==> src/rtl/aes_pkg.sv <==
// Shared AES types and GF(2^8) helpers for the inverse round datapath.
// Latency: none; every function here is pure combinational logic.
// Backpressure: not applicable.
package aes_pkg;

  typedef logic [127:0] state_t;
  typedef logic [31:0]  col_t;

  // Low byte of the reduction polynomial x^8+x^4+x^3+x+1.
  localparam logic [7:0] AES_POLY = 8'h1B;

  function automatic logic [7:0] xtime(input logic [7:0] a);
    return {a[6:0], 1'b0} ^ (a[7] ? AES_POLY : 8'h00);
  endfunction

  // The constant multipliers share one x2/x4/x8 chain, which keeps the
  // depth at three xtime levels per byte.
  function automatic logic [7:0] gf_mul9(input logic [7:0] a);
    logic [7:0] x2, x4, x8;
    x2 = xtime(a);
    x4 = xtime(x2);
    x8 = xtime(x4);
    return x8 ^ a;
  endfunction

  function automatic logic [7:0] gf_mulb(input logic [7:0] a);
    logic [7:0] x2, x4, x8;
    x2 = xtime(a);
    x4 = xtime(x2);
    x8 = xtime(x4);
    return x8 ^ x2 ^ a;
  endfunction

  function automatic logic [7:0] gf_muld(input logic [7:0] a);
    logic [7:0] x2, x4, x8;
    x2 = xtime(a);
    x4 = xtime(x2);
    x8 = xtime(x4);
    return x8 ^ x4 ^ a;
  endfunction

  function automatic logic [7:0] gf_mule(input logic [7:0] a);
    logic [7:0] x2, x4, x8;
    x2 = xtime(a);
    x4 = xtime(x2);
    x8 = xtime(x4);
    return x8 ^ x4 ^ x2;
  endfunction

endpackage

==> src/rtl/inv_mix_single_column.sv <==
// InvMixColumns matrix applied to one 32-bit state column (row 0 in MSB byte).
// Latency: 0 cycles, purely combinational.
// Backpressure: none; output follows input.
// Ports: col (column in), mixed_col (transformed column out).
module inv_mix_single_column
  import aes_pkg::*;
(
  input  logic [31:0] col,
  output logic [31:0] mixed_col
);

  logic [7:0] a0, a1, a2, a3;

  assign a0 = col[31:24];
  assign a1 = col[23:16];
  assign a2 = col[15:8];
  assign a3 = col[7:0];

  // Each output row is the coefficient row {0e,0b,0d,09} rotated right by
  // the row index.
  assign mixed_col[31:24] = gf_mule(a0) ^ gf_mulb(a1) ^ gf_muld(a2) ^ gf_mul9(a3);
  assign mixed_col[23:16] = gf_mul9(a0) ^ gf_mule(a1) ^ gf_mulb(a2) ^ gf_muld(a3);
  assign mixed_col[15:8]  = gf_muld(a0) ^ gf_mul9(a1) ^ gf_mule(a2) ^ gf_mulb(a3);
  assign mixed_col[7:0]   = gf_mulb(a0) ^ gf_muld(a1) ^ gf_mul9(a2) ^ gf_mule(a3);

endmodule

==> src/rtl/inv_mix_columns.sv <==
// AES InvMixColumns pipeline stage over a full 128-bit state block.
// Latency: 1 cycle from v_i/block to v_o/mixed_block.
// Backpressure: none; a new block is accepted every cycle.
// Ports: clk_i, reset_i (sync, active-high), v_i/block in, v_o/mixed_block out.
module inv_mix_columns
  import aes_pkg::*;
(
  input  logic         clk_i,
  input  logic         reset_i,
  input  logic         v_i,
  input  logic [127:0] block,
  output logic         v_o,
  output logic [127:0] mixed_block
);

  state_t mix_next;

  // Column c occupies block[127-32c -: 32]; the four columns are independent.
  for (genvar c = 0; c < 4; c++) begin : g_col
    inv_mix_single_column u_col (
      .col       (block[127-32*c -: 32]),
      .mixed_col (mix_next[127-32*c -: 32])
    );
  end

  // The data register only loads on valid so it holds the last result while
  // the stream is idle; reset wins over an incoming valid.
  always_ff @(posedge clk_i) begin
    if (reset_i) begin
      mixed_block <= '0;
      v_o         <= 1'b0;
    end else begin
      v_o <= v_i;
      if (v_i) begin
        mixed_block <= mix_next;
      end
    end
  end

endmodule

==> config.mk <==
export PLATFORM = sky130hd
export DESIGN_NAME = inv_mix_columns
export DESIGN_NICKNAME = d
export VERILOG_FILES = /design/src/rtl/aes_pkg.sv /design/src/rtl/inv_mix_single_column.sv /design/src/rtl/inv_mix_columns.sv
export SDC_FILE = /design/constraint.sdc
export NUM_CORES = 1
export LEC_CHECK = 0
export ABC_AREA = 1
export BUFFER_PORTS_ARGS = -buffer_cell sky130_fd_sc_hd__clkbuf_2
export CAP_MARGIN = 20
export CORE_UTILIZATION = 25
export DETAILED_ROUTE_END_ITERATION = 6
export PLACE_DENSITY = 0.44
export SYNTH_ARGS = -nofsm -noshare
export SYNTH_HDL_FRONTEND = slang
export SYNTH_SLANG_ARGS = --single-unit
==> constraint.sdc <==
create_clock -name clk_i -period 1.67 [get_ports clk_i]
set_clock_uncertainty 0.1 [all_clocks]
set_input_delay 0.0835 -clock clk_i [delete_from_list [all_inputs] [get_ports clk_i]]
set_output_delay 0.0835 -clock clk_i [all_outputs]
set_load 0.01 [all_outputs]
* Word level (Yosys, flattened, before mapping)
Cells that the tools add are included.
** Word-level totals
- Register bits after elaboration :: 129
- Bits in latches :: 0
- RAM bits :: 0
- Bits in read-only memories :: 0
- Word-level logic and storage cells :: 242
- Memories kept :: 0
** Operators by class
- Add/sub/neg operators :: 0
- $mul :: 0
- Divide/modulo/power cells :: 0
- Order comparisons :: 0
- Eq/ne operators :: 0
- Shift-type cells :: 0
- Muxes and demuxes :: 48
- Bitwise gates (word level) :: 192
- Reduce and logical (&&, ||, !) cells :: 0
** Operator list (count)
- XOR 8 bit :: 185
- two-way mux 5 bit :: 48
- XOR 8 x 5 -> 8 bit :: 7

* Longest topological paths before layout
Gate-level depths: netlist (run 1).
- Depth after elaboration :: 11
- Gate-level depth with buffers :: 17
- Mapped depth without buffers :: 16

* Modules after synthesis
Synthesis (run 1) repeated with hierarchy kept, for this count alone.
** Second synthesis, totals
- Cells, all modules :: 3447
- Area, all modules :: 19452.4 um^2
** By module, submodules not included
- inv_mix_single_column :: times used 4, cells an instance 658, area each 3519.6 um^2, sequential area each 0.0 um^2
- inv_mix_columns :: times used 1, cells an instance 815, area each 5373.9 um^2, sequential area each 2582.5 um^2

* Least setup slack after synthesis (run 1)
Ideal clock, no wire load.
- Path kind :: input-to-reg
- From :: input block[6]
- To :: register mixed_block[19]
- Library setup time :: 117 ps
- Data arrival time :: 1284 ps
- Slack :: 168 ps
- Cell stages on the path :: 14
- Path buffers :: 1
- Path through :: buf_2 -> inv_1 -> nand2_1 -> nand2_2 -> nand2_1 -> nand2_2 -> xor2_2 -> inv_2 -> nand2_1 -> nand2_1 -> nand2_1 -> nand2_1 -> nor2_1 -> nor2_1
** Between the ends
- Word-level cells in the longest chain between the ends :: 6
** Ends and longest elaborated chain
- start, declared :: line inv_mix_columns.sv:11 : input logic [127:0] block,
- XOR 8 bit :: line aes_pkg.sv:13 : return {a[6:0], 1'b0} ^ (a[7] ? AES_POLY : 8'h00);
- two-way mux 5 bit :: line aes_pkg.sv:13
- XOR 8 x 5 -> 8 bit :: line aes_pkg.sv:13
- XOR 8 bit (2 in series) :: line aes_pkg.sv:39 : return x8 ^ x4 ^ a;
- XOR 8 bit :: line inv_mix_single_column.sv:22 : assign mixed_col[23:16] = gf_mul9(a0) ^ gf_mule(a1) ^ gf_mulb(a2) ^ gf_muld(a3);
- end signal, assigned :: line inv_mix_columns.sv:35 : mixed_block <= mix_next;
- end, declared :: line inv_mix_columns.sv:13 : output logic [127:0] mixed_block
Every way passes these cells.
A chain may end at the register's enable or synchronous reset.

* Worst setup path after layout (run 1)
- From :: input block[7]
- To :: register mixed_block[10]
** Between the ends
- Word-level cells in the longest chain between the ends :: 7
** Ends and longest elaborated chain
- two-way mux 5 bit :: line aes_pkg.sv:13
- XOR 8 bit :: line aes_pkg.sv:13
- XOR 8 x 5 -> 8 bit :: line aes_pkg.sv:13
- XOR 8 bit :: line aes_pkg.sv:13
- XOR 8 bit (2 in series) :: line aes_pkg.sv:31 : return x8 ^ x2 ^ a;
- XOR 8 bit :: line inv_mix_single_column.sv:23 : assign mixed_col[15:8] = gf_muld(a0) ^ gf_mul9(a1) ^ gf_mule(a2) ^ gf_mulb(a3);
Every way passes these cells.

==> qor.csv, run 1 <==
metric,value,unit
clock tree buffer depth,2,
setup ws final,0.147,ns
sequential power share,0.196,
Port Buffers,259,
"FFs w/ async S/R, synth",0,
drt drc,16,
ANT nets after route,0,
Worst EP required,1.94,ns
top_reg_cell synth,dfxtp_1,
Critical Path AT,1.79,ns
simple-gate share of the synthesized area,0.380,
vias per cell,4.16,
clock tree sinks,129,
area grow syn2layout,36.7,%
Internal,10.7,mW
CTS buffer count,17,
Hold Crit Class,in -> reg,
Post-DP Area,0.0249,mm²
total track usage,0.200,
mux contribution to synthesized area,0,
clock power share,0.201,
post-synthesis compound-gate area fraction,0.0362,
RSZ-0062 raised after global routing,no,
XOR/XNOR Fraction of Synth Area,0.323,
crit-path max FO,6,
syn_area_per_cell,5.94,µm²
Fin. Hold Viols,0,
# diodes,0,
Crit Path Category,in -> reg,
worst-skew pair later-pin latency,0.47,ns
proportion of layout cells with a drive suffix above 1,0.261,
fmax,0.656,GHz
wire per inst,15.6,µm
fin crit share,0.912,
H-tree depth,4,
first-pass GRT wire length,113,mm
logic gate share of total power,0.603,
largest family of logic cells by synthesized area,simple AND/OR/NAND/NOR gates,
Max Slew Vio Count,0,
largest net degree at the start of global routing,63,
Leak,14.8,nW
Synth Cell Area,0.0186,mm²
Root Driver,clkbuf_16,
crit start category,input port,
switching power total,8.95,mW
vias in the first global route,19200,
"worst slack, placed",-0.346,ns
Die Width,275,µm
DR vias,20200,
post-synthesis sequential area ratio,0.139,
Row Count,99,
total grt overflow,0,
"Clk pin slew, worst setup/hold paths",0.07,ns
Synthesis Warnings,0,
post-synthesis adder-cell area fraction,0,
Non-Filler Instances,4840,
I/O pins,260,
Post-Synthesis Net Count,3270,
Synth top area share,0.231,
"Distinct cells, synth",40,
sw frac,0.456,
max_slew headroom,0.656,
Gate Count Post-Synth,3139,
core area,0.0733,mm²
Die H,275,µm
die area,0.0757,mm²
placed insts,4806,
gpl congestion,0.918,
Setup crit end kind,flop,
Detailed Routing Iterations Pass 1,7,
status,"finished, violations left",
post-synth top area cell,nand2_1,
ranking of synthesized cells by area,"nand2_1, xor2_1, dfxtp_1, xnor2_1, inv_1",
Post-synth EDFFs,0,
initial antenna violation count,2,
initial cell density of the core,0.254,
DR iter-0 viols,1046,
nets,3999,
CTS tree,done,
"Setup violations, final",0,
crit path time final,1.52,ns
maximum vdd drop,0.566,mV
P per Cell Area,771,mW/mm²
#FFs+latches synth,129,
DP Wirelength,64.1,mm
maxcap violations,0,
Final Instance Area,0.0255,mm²
Slew @ Worst Pin,0.512,ns
failing checks,DRC,
Post-Route WL,75.3,mm
post-route setup TNS,0,ns
-- final cells by class --
type	count	area, µm²
inverter	412	1550
multi-input combinational	2477	13800
tap	959	1200
sequential	129	2580
fill	8210	47800
clock inverter	13	129
timing repair buffer	831	5810
clock buffer	19	443
-- metal layers --
layer  wire length [µm]  vias to the layer above  GRT usage
met1              36200                     8879      0.269
met3               2780                       63     0.0269
li1                   -                    10800          -
met4               1460                        0     0.0526
met2              34900                      386      0.333
met5                  0                        -          0
-- state kept, by name, summed over array words and instances (netlist names) --
name / flops
v_o: 1
mixed_block: 128
-- cell usage in the layout, fill, tap and decap left out, types with 4 or more instances in the layout --
| master | count |
|---|---|
| clkbuf_16 | 17 |
| xor2_2 | 23 |
| o21ai_0 | 64 |
| nand3_1 | 245 |
| buf_4 | 555 |
| xnor2_4 | 7 |
| nand4_1 | 5 |
| clkbuf_2 | 257 |
| nand2_4 | 11 |
| dfxtp_1 | 129 |
| inv_1 | 370 |
| o21ai_1 | 6 |
| nand2b_1 | 4 |
| nor2_1 | 211 |
| or2_1 | 8 |
| inv_2 | 38 |
| xor2_1 | 399 |
| a21o_1 | 13 |
| nand2_1 | 1149 |
| clkinvlp_4 | 4 |
| nand3b_1 | 19 |
| xnor2_1 | 196 |
| a21oi_1 | 39 |
| buf_12 | 16 |
| xnor2_2 | 13 |
| nand2_2 | 51 |
-- cell usage after synthesis (all sizes together) (4+ instances only) --
library cell     n
nand2         1211
xor2           423
inv            411
nand3          245
xnor2          216
nor2           212
dfxtp          129
buf             80
o21ai           71
a21oi           40
clkbuf          40
nand3b          19
or2             15
a21o            13
nand4            5
nand2b           4
-- final timing paths --
path                                 startpoint               to  slack, ns  cells past startpoint
worst max register to register  mixed_block[39]  mixed_block[39]       0.67                      2
worst min-delay path                  block[44]  mixed_block[60]       0.10                      9
worst max-delay path                   block[7]  mixed_block[10]       0.15                      9
worst min register to register  mixed_block[64]  mixed_block[64]       0.40                      2
-- worst max-delay path, cell delays in order --
cell	delay [ns]
clkbuf_2	0.17
buf_4	0.18
xnor2_2	0.13
buf_4	0.15
xnor2_1	0.35
xor2_1	0.40
xnor2_1	0.12
o21ai_0	0.15
inv_1	0.05
-- power by group through the flow --
stage / combinational (mW) / clock [mW] / sequential, mW
4_1_cts: 12.0 / 4.12 / 3.85
2_1_floorplan: 6.96 / 0 / 4.01
6_report: 11.9 / 3.95 / 3.84
3_3_place_gp: 11.9 / 0 / 3.93
3_5_place_dp: 11.9 / 0 / 3.92
5_1_grt: 13.2 / 4.21 / 3.90
-- timing repair --
action                                 4_1_cts  5_1_grt
gates resized for setup                      0        0
endpoints found under the hold margin       15        0
hold buffers                                 2        0
buffers inserted                             0        0
-- per-stage QoR --
step	hold slack (ns)	utilization	total power, mW
after floorplan	0.266	-	11.0
final	0.102	0.348	19.6
after global placement	0.354	0.340	15.8
after global routing	0.147	0.348	21.4
after CTS	0.0623	0.348	20.0
after detailed placement	0.353	0.340	15.8
-- kinds of logic after synthesis --
family | after synthesis
flip-flops | 129
XOR/XNOR | 639
AND/OR/NAND/NOR | 1712
buffers and inverters | 533
AO/OA/AOI/OAI | 126
Note: power is estimated with default switching activity, not from simulation.
==> run 2, diff against run 1 <==
Settings changed: CORE_UTILIZATION 25 to 50, PLACE_DENSITY 0.44 to 0.74.
==> run 2 against run 1 <==
Net effect: the run now ends clean; combinational power down 7%; design area down 6.3%; via count up 0.93%; non-clock buffer count down 141; critical endpoint is now mixed_block[52].
==> qor.csv, run 2 (synthesized netlist as in run 1, its figures left out) <==
metric,value,unit,change
total track usage,0.314,,+0.114
core area,0.0366,mm²,-50%
initial antenna violation count,0,,-2
Resized cells post-CTS,0,,unchanged
Critical Path AT,1.61,ns,-0.18 ns
area grow syn2layout,28.1,%,
most frequent cells in the layout,"nand2_1, buf_4, xor2_1",,
crit start category,input port,,
H-tree depth,4,,unchanged
status,finished clean,,
vias in the first global route,18500,,-3.5%
maximum vdd drop,0.725,mV,+28%
Largest regs,"mixed_block x128, v_o x1",,
crit path time final,1.38,ns,-0.140 ns
Final Instance Area,0.0239,mm²,-6.3%
Post-DP Area,0.0233,mm²,-6.6%
CTS buffer count,17,,unchanged
crit-path max FO,6,,unchanged
RSZ-0062 raised after global routing,no,,
total grt overflow,0,,unchanged
gpl congestion,1.00,,+9.1%
slowest CP cell,xor2_1,,
Row Count,70,,-29%
Die H,195,µm,-29%
DR iter-0 viols,1436,,+37%
Design Power,18.8,mW,-4.5%
Slew @ Worst Pin,0.412,ns,-0.100 ns
clock tree buffer depth,2,,unchanged
"Cell Chain, Critical Path","clkbuf_2, xor2_1, nand2_1, nand2_2, xor2_1, nand3_1, nand3_1, nand3_1, nand2_1, inv_1",,
"Setup violations, final",0,,unchanged
worst-skew pair later-pin latency,0.42,ns,-0.05 ns
fin crit share,0.829,,-0.0836
die area,0.0381,mm²,-50%
"Clk pin slew, worst setup/hold paths",0.06,ns,about the same
largest net degree at the start of global routing,69,,+9.5%
"most used cell, CP",nand3_1,,
drt drc,0,,-16
post-CTS setup buffers,0,,unchanged
Crit Path Category,in -> reg,,
Max Slew Vio Count,0,,unchanged
DP Wirelength,50.3,mm,-21%
post-route setup TNS,0,ns,unchanged
Worst EP required,1.90,ns,-0.04 ns
Port Buffers,259,,unchanged
Die Width,195,µm,-29%
initial cell density of the core,0.509,,+0.255
I/O pins,260,,unchanged
wire per inst,14.2,µm,-8.7%
# hold bufs at CTS,2,,unchanged
Setup crit end kind,flop,,
max reg flops,128,,unchanged
first-pass GRT wire length,94.8,mm,-16%
Largest Register,mixed_block,,
fmax,0.723,GHz,+10%
Root Driver,clkbuf_16,,
proportion of layout cells with a drive suffix above 1,0.233,,-0.0281
Leak,14.2,nW,-4.4%
# diodes,0,,unchanged
Detailed Routing Iterations Pass 1,7,,unchanged
nets,3858,,-3.5%
Post-Route WL,59.7,mm,-21%
final design utilization,0.652,,+0.305
max_slew headroom,0.724,,+0.0684
Hold Worst Slack,0.125,ns,+0.0232 ns
maxcap violations,0,,unchanged
vias per cell,4.84,,+16%
P per Cell Area,785,mW/mm²,+1.9%
Hold Crit Class,in -> reg,,
Fin. Hold Viols,0,,unchanged
DR vias,20300,,+0.93%
clock tree sinks,129,,unchanged
CTS tree,done,,
Slowest Stage Delay on Critical Path,0.36,ns,-0.04 ns
ANT nets after route,0,,unchanged
"commonest non-fill, non-tap cell in the layout",nand2_1,,
[run 2: changes by cell type in the layout (fill, tap and decap cells not counted), sizes merged]
cell    previous run  this run
clkinv             5         6
buf              571       431
inv              415       411
bufinv             1         2
[run 2: layout make-up]
| type | instances | area (µm²) |
|---|---|---|
| repair buffers | 690 | 4780 |
| multi-input cells | 2477 | 13800 |
| well taps | 468 | 586 |
| inverters | 412 | 1550 |
| fillers | 3473 | 12700 |
| flip-flops and latches | 129 | 2580 |
| clock inverters | 11 | 130 |
| clock buffers | 20 | 467 |
[run 2: report_power, final]
| part | leakage (nW) | internal [mW] | switching (mW) |
|---|---|---|---|
| registers | 1.07 | 3.53 | 0.275 |
| logic | 12.8 | 4.68 | 6.46 |
| clock network | 0.281 | 2.31 | 1.50 |
| total | 14.2 | 10.5 | 8.23 |
[run 2: worst max-delay path, delay by kind of cell]
family,cells,cell delay [ns]
AND/OR/NAND/NOR,6,0.69
XOR/XNOR,2,0.58
buffers and inverters,2,0.26
[run 2: per-layer routing]
layer	wire length, µm	vias up	share of wire	track usage
met5	0	-	0	0
met4	1600	0	0.027	0.0957
met3	3510	90	0.059	0.0269
met2	27500	666	0.46	0.534
met1	27100	9061	0.45	0.420
li1	-	10500	-	-
[run 2: final timing paths]
path                                      start         endpoint  slack [ns]  cells after the start
worst max-delay path                  block[55]  mixed_block[52]        0.29                     10
worst min-delay path                  block[32]  mixed_block[48]        0.13                      7
worst max register to register  mixed_block[38]  mixed_block[38]        0.79                      4
worst min register to register  mixed_block[64]  mixed_block[64]        0.41                      2
[run 2: metrics by stage]
step | setup WS [ns] | cells
finish | 0.286 | 4207
CTS | 0.329 | 4207
global route | 0.119 | 4207
global placement | -0.0913 | 4174
detailed placement | -0.107 | 4174
floorplan | 0.168 | 3139
==> run 3, diff against run 2 <==
Settings changed: ABC_AREA 1 to 0, PLACE_DENSITY 0.74 to 0.76.
Clock period 1.67 ns to 1.3 ns, I/O delays scaled along.
==> run 3 against run 2 <==
Net effect: the run now ends with setup timing left; register-to-register slack worse by 0.45 ns; non-clock buffer count up 57; routed wire length increased by 3.2%; global-route usage is 3.1 points higher; power up 85%.
==> qor.csv, run 3 <==
metric,value,unit,change
status,"finished, violations left",,
failing checks,setup timing,,
top_reg_cell synth,dfxtp_1,,
"Cell Chain, Critical Path","buf_8, buf_4, xnor2_4, xnor2_2, xor3_1, xnor2_1, mux2i_1, nor2_1",,
Synth top cells by count,"xnor2_1, xor2_1, dfxtp_1",,
"worst slack, placed",-0.694,ns,-0.587 ns
Synthesis Warnings,0,,unchanged
sw frac,0.410,,-0.0286
Slew @ Worst Pin,0.683,ns,+0.271 ns
most instantiated library cell after synthesis,xnor2_1,,
Worst EP required,1.56,ns,-0.34 ns
DP Wirelength,33.0,mm,-34%
proportion of layout cells with a drive suffix above 1,0.577,,+0.343
Hold Worst Slack,0.0461,ns,-0.0793 ns
DR vias,12800,,-37%
Die Width,165,µm,-15%
"commonest non-fill, non-tap cell in the layout",buf_4,,
H-tree depth,4,,unchanged
Setup crit end kind,flop,,
syn_area_per_cell,10.6,µm²,+79%
crit path time final,1.65,ns,
total track usage,0.345,,+0.0313
Crit Path Category,in -> reg,,
initial antenna violation count,0,,unchanged
Post-synth EDFFs,0,,unchanged
fin crit share,1.27,,
Post-Synthesis Net Count,1385,,-58%
Synth Cell Area,0.0133,mm²,-29%
drt drc,0,,unchanged
CTS buffer count,17,,unchanged
"Clk pin slew, worst setup/hold paths",0.07,ns,about the same
Internal,20.5,mW,+95%
Gate Count Post-Synth,1254,,-60%
nets,2052,,-47%
maximum vdd drop,1.09,mV,+51%
crit-path max FO,3,,-3
Largest regs,"mixed_block x128, v_o x1",,
setup ws final,-0.348,ns,-0.634 ns
initial cell density of the core,0.511,,+0.00138
clock tree sinks,129,,unchanged
most frequent cells in the layout,"buf_4, xnor2_1, clkbuf_2",,
ranking of synthesized cells by area,"xnor2_1, dfxtp_1, xnor3_1, xor2_1, mux2i_1",,
RSZ-0062 raised after global routing,yes,,
"Setup violations, final",112,,+112
Root Driver,clkbuf_16,,
Fin. Hold Viols,0,,unchanged
"FFs w/ async S/R, synth",0,,unchanged
Detailed Routing Iterations Pass 1,5,,-2
slowest CP cell,xor3_1,,
Row Count,59,,-16%
fmax,0.607,GHz,
clock tree buffer depth,2,,unchanged
total grt overflow,0,,unchanged
vias per cell,5.63,,+16%
max reg flops,128,,unchanged
area grow syn2layout,79.0,%,
Port Buffers,259,,unchanged
post-synthesis sequential area ratio,0.194,,+0.0556
Max Slew Vio Count,0,,unchanged
core area,0.0261,mm²,-29%
Largest Register,mixed_block,,
Leak,11.3,nW,-20%
CTS tree,done,,
first-pass GRT wire length,69.0,mm,-27%
wire per inst,27.2,µm,+91%
clock power share,0.146,,-0.057
# diodes,0,,unchanged
DR iter-0 viols,1134,,-21%
Slowest Stage Delay on Critical Path,0.54,ns,+0.18 ns
Post-Route WL,61.6,mm,+3.2%
#FFs+latches synth,129,,unchanged
worst-skew pair later-pin latency,0.43,ns,about the same
max_slew headroom,0.545,,-0.180
Die H,165,µm,-15%
Synth top area share,0.308,,+0.0767
post-synth top area cell,xnor2_1,,
logic gate share of total power,0.676,,+0.082
"Distinct cells, synth",32,,-20%
Hold Crit Class,in -> reg,,
I/O pins,260,,unchanged
crit start category,input port,,
sequential power share,0.178,,-0.025
Critical Path AT,1.91,ns,+0.30 ns
switching power total,14.3,mW,+73%
vias in the first global route,12000,,-35%
gpl congestion,0.923,,-7.9%
ANT nets after route,0,,unchanged
P per Cell Area,1460,mW/mm²,+86%
die area,0.0273,mm²,-28%
post-route setup TNS,-14.83,ns,-14.83 ns
# hold bufs at CTS,0,,-2
largest net degree at the start of global routing,129,,+87%
maxcap violations,0,,unchanged
run 3: cell count changes in the layout (fill, tap and decap cells not counted), moves of 65 or more:
cell	before	now
buf_6	1	99
clkbuf_2	257	174
xnor2_4	7	95
nand3_1	245	2
xnor2_1	196	261
nor2_1	211	120
xor2_1	399	76
nand2_1	1149	10
mux2i_1	0	120
xnor2_2	13	129
inv_1	370	7
run 3: power by group through the flow:
stage | Sequential (mW) | Combinational (mW) | Clock, mW
after CTS | 6.03 | 19.6 | 5.04
after floorplan | 6.50 | 11.8 | 0
after global routing | 6.27 | 24.3 | 5.24
after detailed placement | 6.09 | 18.1 | 0
final | 6.20 | 23.5 | 5.07
after global placement | 6.05 | 17.6 | 0
run 3: metal layers:
| metal | vias to the layer above | routed length [µm] | global-route usage |
|---|---|---|---|
| li1 | 5267 | - | - |
| met1 | 6226 | 20900 | 0.401 |
| met2 | 942 | 31300 | 0.631 |
| met3 | 336 | 5210 | 0.0482 |
| met4 | 0 | 4220 | 0.146 |
| met5 | - | 0 | 0 |
run 3: timing repair:
action | CTS | global route
pin swaps | 102 | 157
setup buffers | 61 | 59
endpoints found under the setup margin | 103 | 117
resized for setup | 229 | 342
run 3: cell type report:
cell class	count	area, µm²
Multi-Input combinational cell	1019	13700
Timing Repair Buffer	747	6530
Sequential cell	129	2580
Fill cell	865	2250
Clock buffer	18	429
Tap cell	335	419
Clock inverter	12	160
Inverter	7	26.3
run 3: through the flow:
step	power, mW	util	cells	instance area [µm²]
2_1_floorplan	18.3	-	1254	15400
3_5_place_dp	24.2	0.736	2128	19200
6_report	34.8	0.914	2267	23800
4_1_cts	30.6	0.830	2216	21600
3_3_place_gp	23.7	0.736	2128	19200
5_1_grt	35.8	0.914	2267	23800
run 3: worst max-delay path: cells and delay by family:
family                 cells  cell delay, ns
AND/OR/NAND/NOR            1            0.12
multiplexers               1            0.14
buffers and inverters      2            0.29
XOR/XNOR                   4            1.29
run 3: cell families after synthesis:
kind of cell           Yosys count  share of synthesized area
XOR/XNOR                       743                      0.626
AND/OR/NAND/NOR                148                     0.0450
flip-flops                     129                      0.194
multiplexers                   120                     0.0903
buffers and inverters          106                     0.0405
AO/OA/AOI/OAI                    8                    0.00451
run 3: worst paths after layout:
kind	depth (start not counted)	slack [ns]	end	start
worst max register to register	3	0.34	mixed_block[38]	mixed_block[38]
worst max-delay path	8	-0.35	mixed_block[117]	block[119]
worst min-delay path	4	0.05	mixed_block[61]	v_i
worst min register to register	2	0.38	mixed_block[87]	mixed_block[87]
